**src/rtl/i2c_master_wr_pkg.sv**
```systemverilog
// i2c_pkg: state encoding, quarter-phase constants and the per-quarter
// SCL/SDA drive table shared by the I2C write master.
package i2c_pkg;

   typedef enum logic [2:0] {
      ST_IDLE  = 3'd0,
      ST_START = 3'd1,
      ST_ADDR  = 3'd2,
      ST_AACK  = 3'd3,
      ST_DATA  = 3'd4,
      ST_DACK  = 3'd5,
      ST_STOP  = 3'd6,
      ST_WAIT  = 3'd7
   } state_e;

   localparam logic [1:0] Q0 = 2'd0;
   localparam logic [1:0] Q1 = 2'd1;
   localparam logic [1:0] Q2 = 2'd2;
   localparam logic [1:0] Q3 = 2'd3;

   localparam logic I2C_WRITE = 1'b0;

   // {scl, sda_oe} for a state/quarter; bit_v is the bit being shifted out
   function automatic logic [1:0] quarter_out(input state_e st, input logic [1:0] ph,
                                              input logic bit_v);
      logic [1:0] r;
      r = 2'b10;
      case (st)
         ST_START:         r = {1'b1, (ph == Q2) || (ph == Q3)};
         ST_ADDR, ST_DATA: r = {ph[1], ~bit_v};
         ST_AACK, ST_DACK: r = {ph[1], 1'b0};
         ST_STOP:          r = {ph != Q0, (ph == Q0) || (ph == Q1)};
         ST_WAIT:          r = 2'b00;
         default:          r = 2'b10;
      endcase
      return r;
   endfunction

endpackage

```
**src/rtl/i2c_master_wr_if.sv**
```systemverilog
// Request stream and pad signals of the I2C write master.
// master: the engine itself; slave: the sequencer/pad side driving it.
interface i2c_master_wr_if;
   import i2c_pkg::*;

   logic       start;
   logic [6:0] dev_addr;
   logic [7:0] tx_data;
   logic       tx_last;
   logic       tx_valid;
   logic       tx_ready;
   logic       scl_o;
   logic       sda_oe;
   logic       sda_i;
   logic       busy;
   logic       done;
   logic       nack;

   modport master (
      input  start, dev_addr, tx_data, tx_last, tx_valid, sda_i,
      output tx_ready, scl_o, sda_oe, busy, done, nack
   );

   modport slave (
      output start, dev_addr, tx_data, tx_last, tx_valid, sda_i,
      input  tx_ready, scl_o, sda_oe, busy, done, nack
   );

endinterface

```
**src/rtl/i2c_master_wr_tick_gen.sv**
```systemverilog
// i2c_tick_gen: quarter-SCL-period strobe, one clk every CLK_DIV clks while en_i.
// The counter is held at zero whenever en_i is low so each quarter starts fresh.
module i2c_tick_gen #(
   parameter int CLK_DIV = 4,
   parameter int CNT_W   = 8
) (
   input  logic clk,
   input  logic rst,
   input  logic en_i,
   output logic tick_o
);

   localparam logic [CNT_W-1:0] LAST = CNT_W'(CLK_DIV - 1);

   logic [CNT_W-1:0] cnt_q;

   assign tick_o = en_i && (cnt_q == LAST);

   always_ff @(posedge clk) begin
      if (rst || !en_i) begin
         cnt_q <= '0;
      end else if (cnt_q == LAST) begin
         cnt_q <= '0;
      end else begin
         cnt_q <= cnt_q + 1'b1;
      end
   end

endmodule

```
**src/rtl/i2c_master_wr.sv**
```systemverilog
// i2c_master_wr: write-only I2C master. START, address+W, bytes from a
// valid/ready stream, STOP; open-drain SDA and SCL derived from clk.
module i2c_master_wr
   import i2c_pkg::*;
#(
   parameter int CLK_DIV = 4,
   parameter int CNT_W   = 8
) (
   input  logic            clk,
   input  logic            rst,
   i2c_master_wr_if.master bus
);

   state_e     state_q;
   logic [1:0] phase_q;
   logic [2:0] bit_q;
   logic [7:0] shift_q;
   logic       last_q;
   logic       ack_nack_q;
   logic       scl_q;
   logic       sda_oe_q;
   logic       busy_q;
   logic       done_q;
   logic       nack_q;
   logic       tx_ready_q;
   logic       tick_en_s;
   logic       tick_s;

   // The divider is frozen while waiting for a byte, which holds SCL low
   assign tick_en_s = busy_q && (state_q != ST_WAIT);

   i2c_tick_gen #(
      .CLK_DIV (CLK_DIV),
      .CNT_W   (CNT_W)
   ) u_tick (
      .clk    (clk),
      .rst    (rst),
      .en_i   (tick_en_s),
      .tick_o (tick_s)
   );

   assign bus.scl_o    = scl_q;
   assign bus.sda_oe   = sda_oe_q;
   assign bus.busy     = busy_q;
   assign bus.done     = done_q;
   assign bus.nack     = nack_q;
   assign bus.tx_ready = tx_ready_q;

   always_ff @(posedge clk) begin
      if (rst) begin
         state_q    <= ST_IDLE;
         phase_q    <= Q0;
         bit_q      <= 3'd0;
         shift_q    <= 8'h00;
         last_q     <= 1'b0;
         ack_nack_q <= 1'b0;
         scl_q      <= 1'b1;
         sda_oe_q   <= 1'b0;
         busy_q     <= 1'b0;
         done_q     <= 1'b0;
         nack_q     <= 1'b0;
         tx_ready_q <= 1'b0;
      end else begin
         done_q     <= 1'b0;
         tx_ready_q <= 1'b0;
         case (state_q)
            ST_IDLE: begin
               if (bus.start) begin
                  state_q           <= ST_START;
                  phase_q           <= Q0;
                  shift_q           <= {bus.dev_addr, I2C_WRITE};
                  last_q            <= 1'b0;
                  busy_q            <= 1'b1;
                  nack_q            <= 1'b0;
                  {scl_q, sda_oe_q} <= quarter_out(ST_START, Q0, 1'b0);
               end
            end
            ST_WAIT: begin
               if (bus.tx_valid) begin
                  tx_ready_q        <= 1'b1;
                  shift_q           <= bus.tx_data;
                  last_q            <= bus.tx_last;
                  bit_q             <= 3'd7;
                  phase_q           <= Q0;
                  state_q           <= ST_DATA;
                  {scl_q, sda_oe_q} <= quarter_out(ST_DATA, Q0, bus.tx_data[7]);
               end
            end
            default: begin
               if (tick_s && (phase_q != Q3)) begin
                  phase_q           <= phase_q + 2'd1;
                  {scl_q, sda_oe_q} <= quarter_out(state_q, phase_q + 2'd1, shift_q[7]);
                  if ((phase_q == Q2) && ((state_q == ST_AACK) || (state_q == ST_DACK))) begin
                     ack_nack_q <= bus.sda_i;
                  end
               end else if (tick_s) begin
                  phase_q <= Q0;
                  case (state_q)
                     ST_START: begin
                        state_q           <= ST_ADDR;
                        bit_q             <= 3'd7;
                        {scl_q, sda_oe_q} <= quarter_out(ST_ADDR, Q0, shift_q[7]);
                     end
                     ST_ADDR, ST_DATA: begin
                        if (bit_q == 3'd0) begin
                           state_q           <= (state_q == ST_ADDR) ? ST_AACK : ST_DACK;
                           {scl_q, sda_oe_q} <= quarter_out(ST_AACK, Q0, 1'b0);
                        end else begin
                           bit_q             <= bit_q - 3'd1;
                           shift_q           <= {shift_q[6:0], 1'b0};
                           {scl_q, sda_oe_q} <= quarter_out(state_q, Q0, shift_q[6]);
                        end
                     end
                     ST_AACK, ST_DACK: begin
                        if (ack_nack_q || ((state_q == ST_DACK) && last_q)) begin
                           nack_q            <= ack_nack_q;
                           state_q           <= ST_STOP;
                           {scl_q, sda_oe_q} <= quarter_out(ST_STOP, Q0, 1'b0);
                        end else if (bus.tx_valid) begin
                           tx_ready_q        <= 1'b1;
                           shift_q           <= bus.tx_data;
                           last_q            <= bus.tx_last;
                           bit_q             <= 3'd7;
                           state_q           <= ST_DATA;
                           {scl_q, sda_oe_q} <= quarter_out(ST_DATA, Q0, bus.tx_data[7]);
                        end else begin
                           state_q           <= ST_WAIT;
                           {scl_q, sda_oe_q} <= quarter_out(ST_WAIT, Q0, 1'b0);
                        end
                     end
                     ST_STOP: begin
                        state_q           <= ST_IDLE;
                        busy_q            <= 1'b0;
                        done_q            <= 1'b1;
                        {scl_q, sda_oe_q} <= quarter_out(ST_IDLE, Q0, 1'b0);
                     end
                     default: begin
                        state_q <= ST_IDLE;
                     end
                  endcase
               end
            end
         endcase
      end
   end

endmodule

```
**src/flat_wrapper.sv**
```systemverilog
// flat-port wrapper written by rule: the top's interface ports become plain ports
module i2c_master_wr_flat import i2c_pkg::*;
#(
   parameter int CLK_DIV = 4,
   parameter int CNT_W   = 8
)
  (clk, rst, bus_start, bus_dev_addr, bus_tx_data, bus_tx_last, bus_tx_valid, bus_sda_i, bus_tx_ready, bus_scl_o, bus_sda_oe, bus_busy, bus_done, bus_nack);
  i2c_master_wr_if bus_i ();
  input  logic clk;
  input  logic rst;
  input wire logic [$bits(bus_i.start)-1:0] bus_start;
  input wire logic [$bits(bus_i.dev_addr)-1:0] bus_dev_addr;
  input wire logic [$bits(bus_i.tx_data)-1:0] bus_tx_data;
  input wire logic [$bits(bus_i.tx_last)-1:0] bus_tx_last;
  input wire logic [$bits(bus_i.tx_valid)-1:0] bus_tx_valid;
  input wire logic [$bits(bus_i.sda_i)-1:0] bus_sda_i;
  output wire logic [$bits(bus_i.tx_ready)-1:0] bus_tx_ready;
  output wire logic [$bits(bus_i.scl_o)-1:0] bus_scl_o;
  output wire logic [$bits(bus_i.sda_oe)-1:0] bus_sda_oe;
  output wire logic [$bits(bus_i.busy)-1:0] bus_busy;
  output wire logic [$bits(bus_i.done)-1:0] bus_done;
  output wire logic [$bits(bus_i.nack)-1:0] bus_nack;
  assign bus_i.start = bus_start;
  assign bus_i.dev_addr = bus_dev_addr;
  assign bus_i.tx_data = bus_tx_data;
  assign bus_i.tx_last = bus_tx_last;
  assign bus_i.tx_valid = bus_tx_valid;
  assign bus_i.sda_i = bus_sda_i;
  assign bus_tx_ready = bus_i.tx_ready;
  assign bus_scl_o = bus_i.scl_o;
  assign bus_sda_oe = bus_i.sda_oe;
  assign bus_busy = bus_i.busy;
  assign bus_done = bus_i.done;
  assign bus_nack = bus_i.nack;
  i2c_master_wr #(.CLK_DIV(CLK_DIV), .CNT_W(CNT_W)) u_core (.clk(clk), .rst(rst), .bus(bus_i));
endmodule
```
**config.mk**
```make
export PLATFORM = sky130hd
export DESIGN_NAME = i2c_master_wr_flat
export DESIGN_NICKNAME = d
export VERILOG_FILES = /design/src/rtl/i2c_master_wr_pkg.sv /design/src/rtl/i2c_master_wr_if.sv /design/src/rtl/i2c_master_wr_tick_gen.sv /design/src/rtl/i2c_master_wr.sv /design/src/flat_wrapper.sv
export SDC_FILE = /design/constraint.sdc
export NUM_CORES = 1
export LEC_CHECK = 0
export ABC_AREA = 1
export BUFFER_PORTS_ARGS = -buffer_cell sky130_fd_sc_hd__buf_2
export CAP_MARGIN = 20
export CORE_ASPECT_RATIO = 0.75
export CORE_MARGIN = 5
export CORE_UTILIZATION = 28
export CTS_CLUSTER_DIAMETER = 100
export DETAILED_ROUTE_END_ITERATION = 8
export MAX_ROUTING_LAYER = met4
export PLACE_DENSITY = 0.43
export SETUP_SLACK_MARGIN = 0.1
export SYNTH_ARGS = -nofsm -noshare
export SYNTH_HDL_FRONTEND = slang
export SYNTH_HIERARCHICAL = 1
export SYNTH_SLANG_ARGS = --single-unit
```
**constraint.sdc**
```tcl
create_clock -name clk -period 3.8 [get_ports clk]
set_input_delay 0.38 -clock clk [delete_from_list [all_inputs] [get_ports clk]]
set_output_delay 0.38 -clock clk [all_outputs]
set_load 0.03 [all_outputs]
```
==> results of run 1 <==
==> where the power goes <==
part | switching [mW] | leakage [nW] | total (mW) | internal [mW]
Clock | 0.131 | 0.0455 | 0.279 | 0.148
Sequential | 0.0808 | 0.260 | 0.484 | 0.403
Combinational | 0.498 | 0.890 | 0.731 | 0.233
Total | 0.710 | 1.20 | 1.49 | 0.784
==> per-layer routing <==
metal | wire length, µm | GRT usage (%) | up-vias | part of all wire, %
li1 | - | - | 1162 | -
met1 | 3260 | 19.3 | 954 | 55
met2 | 2440 | 18.0 | 34 | 41
met3 | 230 | 2.92 | 2 | 3.9
met4 | 29 | 4.48 | 0 | 0.49
met5 | 0 | - | - | 0
==> worst max path at each step <==
| stage | from | to | slack, ps | cells after the start |
|---|---|---|---|---|
| 3_5_place_dp | u_core/u_tick/cnt_q[0] | u_core/state_q[0] | 1550 | 14 |
| 2_1_floorplan | u_core/u_tick/cnt_q[0] | u_core/shift_q[6] | 1920 | 13 |
| 5_1_grt | u_core/u_tick/cnt_q[0] | u_core/state_q[1] | 1300 | 13 |
| 3_3_place_gp | u_core/state_q[1] | u_core/state_q[0] | 1450 | 13 |
| 4_1_cts | u_core/u_tick/cnt_q[0] | u_core/state_q[0] | 1540 | 14 |
| 6_report | u_core/state_q[1] | u_core/state_q[0] | 1520 | 13 |
==> flip-flops by register name, indices dropped and copies added, names as in the netlist, named ones only <==
signal               cells
u_core/bus.tx_ready      1
u_core/shift_q           8
u_core/u_tick/cnt_q      8
u_core/bus.busy          1
u_core/ack_nack_q        1
u_core/bus.nack          1
u_core/bus.done          1
u_core/phase_q           2
u_core/state_q           2
u_core/bus.sda_oe        1
u_core/last_q            1
u_core/bus.scl_o         1
u_core/bit_q             3
==> final cells by class <==
class,instances,area [µm²]
clock buffers,8,90.1
fillers,878,5320
repair buffers,26,130
inverters,49,186
well taps,105,131
multi-input cells,263,1320
flip-flops and latches,32,641
==> cell families after synthesis <==
family	count (synthesis)	share of synthesized area [%]
buffers and inverters	59	11.9
DFF	32	28.8
and+or+nand+nor	213	45.0
AOI/OAI and AO/OA	45	11.5
adders and majority gates	5	2.81
==> worst max-delay path, cell delays in order (launching register included) <==
cell and delay [ps]:
dfxtp_1 630, nand3_4 220, nand2_1 110, inv_1 40, inv_1 60, nor2_1 60
inv_1 110, nor2_1 120, nand3_4 120, inv_1 110, nor2_2 160, nand2_1 140
nor3_1 240, nor2_1 70
==> layout by cell type (no fill, tap or decap), types with 10 or more instances in the layout <==
cell type and n:
a21oi_1 14, buf_2 26, dfxtp_1 32, inv_1 42, nand2_1 89, nand2_2 10, nand3_1 25, nor2_1 60
o21ai_0 22
==> through the flow <==
| stage | total power [mW] | utilization, % | cells | instance area, µm² |
|---|---|---|---|---|
| 4_1_cts | 1.50 | 32.0 | 483 | 2500 |
| 6_report | 1.49 | 32.0 | 483 | 2500 |
| 5_1_grt | 1.63 | 32.0 | 483 | 2500 |
| 3_3_place_gp | 1.23 | 30.8 | 475 | 2410 |
| 3_5_place_dp | 1.22 | 30.8 | 475 | 2410 |
| 2_1_floorplan | 1.11 | - | 354 | 2220 |
==> flow_summary.yaml, run 1 <==
clock_network:
  cts_tree: "yes"
  h-tree-depth: 2
  cts_hold_buf: 0
  cts-buffers-inserted: 5
  cts_resized: 0
  insertion_delay_ps: 290
  cts_setup_buffers: 0
  clk_path_buf_depth: 2
  clock-sinks: 32
  cts-root-buf: "clkbuf_8"
  cts.clk_slew.worst_paths_ps: 70
logic_synthesis:
  synth_most_common_cell: "nand2_1"
  synth_common_cells: "89 x nand2_1, 60 x nor2_1, 42 x inv_1"
  async_flop_share_pct: 0
  synthFlopType: "dfxtp_1"
  yosysSeqAreaShare_pct: 28.8
  synth_area_leaders: "dfxtp_1 29%, nand2_1 15%, nor2_1 10%, inv_1 7.1%, nand3_1 5.6%"
  synth-warning-count: 6
  syn_avg_cell_area_um2: 6.28
  synth_cell_types: 32
  synth_top_area_share_pct: 28.8
  synth_edf_count: 0
  synth_top_cell_by_area: "dfxtp_1"
  synthesis.nets: 380
  ys_ff_latch: 32
  netlist_area_mm2: 0.00222
  synthCells: 354
placement:
  dp_hpwl_um: 4600
  port_buffers: 26
  gp_congestion: 0.857
  place_ws_ps: 1550
floorplanning:
  ios: 27
  dieArea_mm2: 0.00984
  num_rows: 28
  die_y_um: 87.2
  core_area_mm2: 0.00781
  die_x_um: 113
  start_util_pct: 28.5
cells_and_area:
  areaGrowthSynthToFinish_pct: 12.3
  layout-drive-gt1-share_pct: 18.8
  antennaDiodeCount: 0
  final_nets: 403
global_route:
  grt_max_degree: 18
  grtUsageTotal_pct: 13.3
  grt_pass1_wl_um: 10200
  grt_pass1_vias: 2044
  antenna_found_initial: 0
  grt.overflow.total: 0
setup_path:
  startpoint_type: "register"
  r2r-end: "u_core/state_q[0]"
  worst_setup_path_end_kind: "register"
  cp.required_ps: 3980
  arrival_ps: 2460
  timing.rr.start: "u_core/state_q[1]"
  r2r_slack_ps: 1520
  cp_max_fo: 11
  reg2reg_depth: 13
  crit_type: "register to register"
timing:
  maxSlewHeadroom_pct: 62.1
  fin_skew_ps: 4.45
  slew_violations: 0
  setup-violations-final: 0
  fin_crit_ps: 2280
  min_period_over_period_pct: 60.0
  rsz0062_at_grt: "false"
  fin_tns_setup_ps: 0
  hold_viol: 0
  setup_ws_ps: 1520
  hold_ws_ps: 309
  fmax_ghz: 0.439
  worst_pin_slew_ps: 568
routing:
  ant_nets: 0
  drc: 0
  dr.pass1.iters: 4
  dr_total_vias: 2152
  wl_um: 5950
  wire_per_inst_um: 12.3
  viasPerCell: 4.46
  drtIter0Drc: 125
pwr:
  power.density_mw_per_mm2: 598
  vdd_drop_max_mv: 0.182
  p_leak_nw: 1.20
hold_path:
  hp-start: "bus_sda_i"
  holdPathStages: 2
  hp-class: "input port to register"
  hold_end: "u_core/ack_nack_q"
run:
  maxCapViolCount: 0
outcome:
  outcome: "finished, final reports clean"
No activity file was read; power rests on OpenSTA's default activity.
==> inputs of run 2 (changes only) <==
Settings changed: PLACE_DENSITY 0.43 to 0.45.
Clock period 3.8 ns to 1.95 ns, I/O delays scaled along.
==> run 2 against run 1 <==
  * Clock-buffer cell count is the same
  * Sequential power grew 88%
  * Clock skew is 2.5 ps higher
  * Global-route usage shrank 0.066 points
  * Via count rose by 5.5%
  * Combinational power is 130% higher
  * Highest routed layer unchanged
  * Cell area grew 7.1%
  * Clock power up 93%
==> flow_summary.yaml, run 2 (synthesis gave the netlist of run 1 again) <==
clock_network:
  clock-sinks: 32
  cts_hold_buf: 0
  h-tree-depth: 2
  cts-buffers-inserted: 5
  cts_tree: "yes"
  cts.clk_slew.worst_paths_ps: 70
  insertion_delay_ps: 290
  clk_path_buf_depth: 2
  cts-root-buf: "clkbuf_8"
cells_and_area:
  layout_commonest_cell: "nand2_1"
  postLayoutCellArea_mm2: 0.00267
  fin_cells: 499
  layout-drive-gt1-share_pct: 25.4
  areaGrowthSynthToFinish_pct: 20.3
  antennaDiodeCount: 0
  utilization_pct: 34.2
  layout_common_cells: "88 x nand2_1, 57 x nor2_1, 39 x inv_1"
  final_nets: 419
  reg_top3: "u_core/shift_q (8), u_core/u_tick/cnt_q (8), u_core/bit_q (3)"
timing:
  fin_tns_setup_ps: 0
  fmax_ghz: 0.586
  setup-violations-final: 0
  slew_violations: 0
  hold_viol: 0
  fin_crit_ps: 1710
  rsz0062_at_grt: "false"
  fin_skew_ps: 6.96
  worst_pin_slew_ps: 551
  maxSlewHeadroom_pct: 63.3
  min_period_over_period_pct: 87.5
  setup_ws_ps: 244
setup_path:
  r2r_slack_ps: 240
  cp_max_fo: 8
  crit_chain: "buf_4 > inv_2 > nand3_2 > nand2_1 > nand2_1 > nand3_2 > nor2_4 > nor2_1 > nor2_1"
  r2r-end: "u_core/shift_q[2]"
  timing.rr.start: "u_core/state_q[0]"
  startpoint_type: "register"
  cpLargestDelayFamily: "simple AND/OR/NAND/NOR gates"
  crit_slowest_cell: "dfxtp_2"
  crit_type: "register to register"
  arrival_ps: 1930
  worst_setup_path_end_kind: "register"
  cp.required_ps: 2170
  cpPeakStageDelay_ps: 430
  reg2reg_depth: 9
  crit_buf_inv: 2
routing:
  viasPerCell: 4.55
  ant_nets: 0
  drc: 0
  dr.pass1.iters: 4
  wire_per_inst_um: 12.2
  drtIter0Drc: 123
  dr_total_vias: 2270
  wl_um: 6080
floorplanning:
  num_rows: 28
  die_x_um: 113
  ios: 27
  core_area_mm2: 0.00781
  die_y_um: 87.2
  dieArea_mm2: 0.00984
  start_util_pct: 28.5
pwr:
  vdd_drop_max_mv: 0.393
  p_leak_nw: 1.25
  power.density_mw_per_mm2: 1180
global_route:
  met2_usage_pct: 19.1
  grt.overflow.total: 0
  antenna_found_initial: 0
  grt_max_degree: 18
  met1_usage_pct: 18.6
  grt_util_met3_pct: 2.50
  grt_pass1_wl_um: 10100
  top_usage_layer: "met2"
  grtUsageTotal_pct: 13.2
  grt_pass1_vias: 2080
placement:
  placed_cell_area_mm2: 0.00251
  dp.cells: 489
  place_ws_ps: -2.03
  port_buffers: 26
  dp_hpwl_um: 4680
  gp_congestion: 0.825
outcome:
  outcome: "finished, final reports clean"
hold_path:
  hp-start: "bus_sda_i"
  hp-class: "input port to register"
  holdPathStages: 2
  hold_end: "u_core/ack_nack_q"
run:
  maxCapViolCount: 0
==> run 2: cell count changes in the layout (fill, tap and decap cells not counted), sizes merged <==
| cell | previous run | this run |
|---|---|---|
| buf | 26 | 41 |
| nor2 | 68 | 69 |
==> run 2: through the flow <==
stage / total power [mW] / hold slack, ps
after floorplan: 2.16 / 319
after global placement: 2.51 / 415
after detailed placement: 2.51 / 422
after CTS: 3.07 / 119
after global routing: 3.42 / 134
final: 3.16 / 124
==> run 2: worst max-delay path by stage <==
stage,from,end,slack (ps),cells after the start
after floorplan,u_core/u_tick/cnt_q[0],u_core/shift_q[6],150,13
after global placement,u_core/u_tick/cnt_q[0],u_core/bus.sda_oe,40,12
after detailed placement,u_core/u_tick/cnt_q[0],u_core/bus.sda_oe,-2,12
after CTS,u_core/u_tick/cnt_q[0],u_core/state_q[0],90,14
after global routing,u_core/u_tick/cnt_q[1],u_core/shift_q[3],110,13
final,u_core/state_q[0],u_core/shift_q[2],240,9
==> run 2: timing repair <==
| item | 4_1_cts | 5_1_grt |
|---|---|---|
| resized for setup | 2 | 18 |
| buffers inserted | 0 | 1 |
| cloned | 0 | 1 |
| pin swaps | 0 | 4 |
| endpoints found under the setup margin | 8 | 22 |
| hold endpoints to repair | 0 | 0 |
==> run 2: final cells by class <==
class | count | area (µm²)
multi-input combinational | 264 | 1370
inverter | 49 | 189
clock buffer | 8 | 90.1
tap | 105 | 131
timing repair buffer | 41 | 246
sequential | 32 | 646
fill | 876 | 5140
==> run 2: where the power goes <==
part	internal [mW]	leakage [nW]	total, mW	switching, mW
Sequential	0.791	0.262	0.910	0.118
Combinational	0.604	0.946	1.71	1.10
Clock	0.288	0.0455	0.539	0.251
Total	1.68	1.25	3.16	1.47
==> run 2: metal layers <==
metal	wire length [µm]	part of all wire, %	up-vias
met5	0	0	-
met3	258	4.2	5
met1	3150	52	1032
met4	72	1.2	0
met2	2600	43	45
li1	-	-	1188
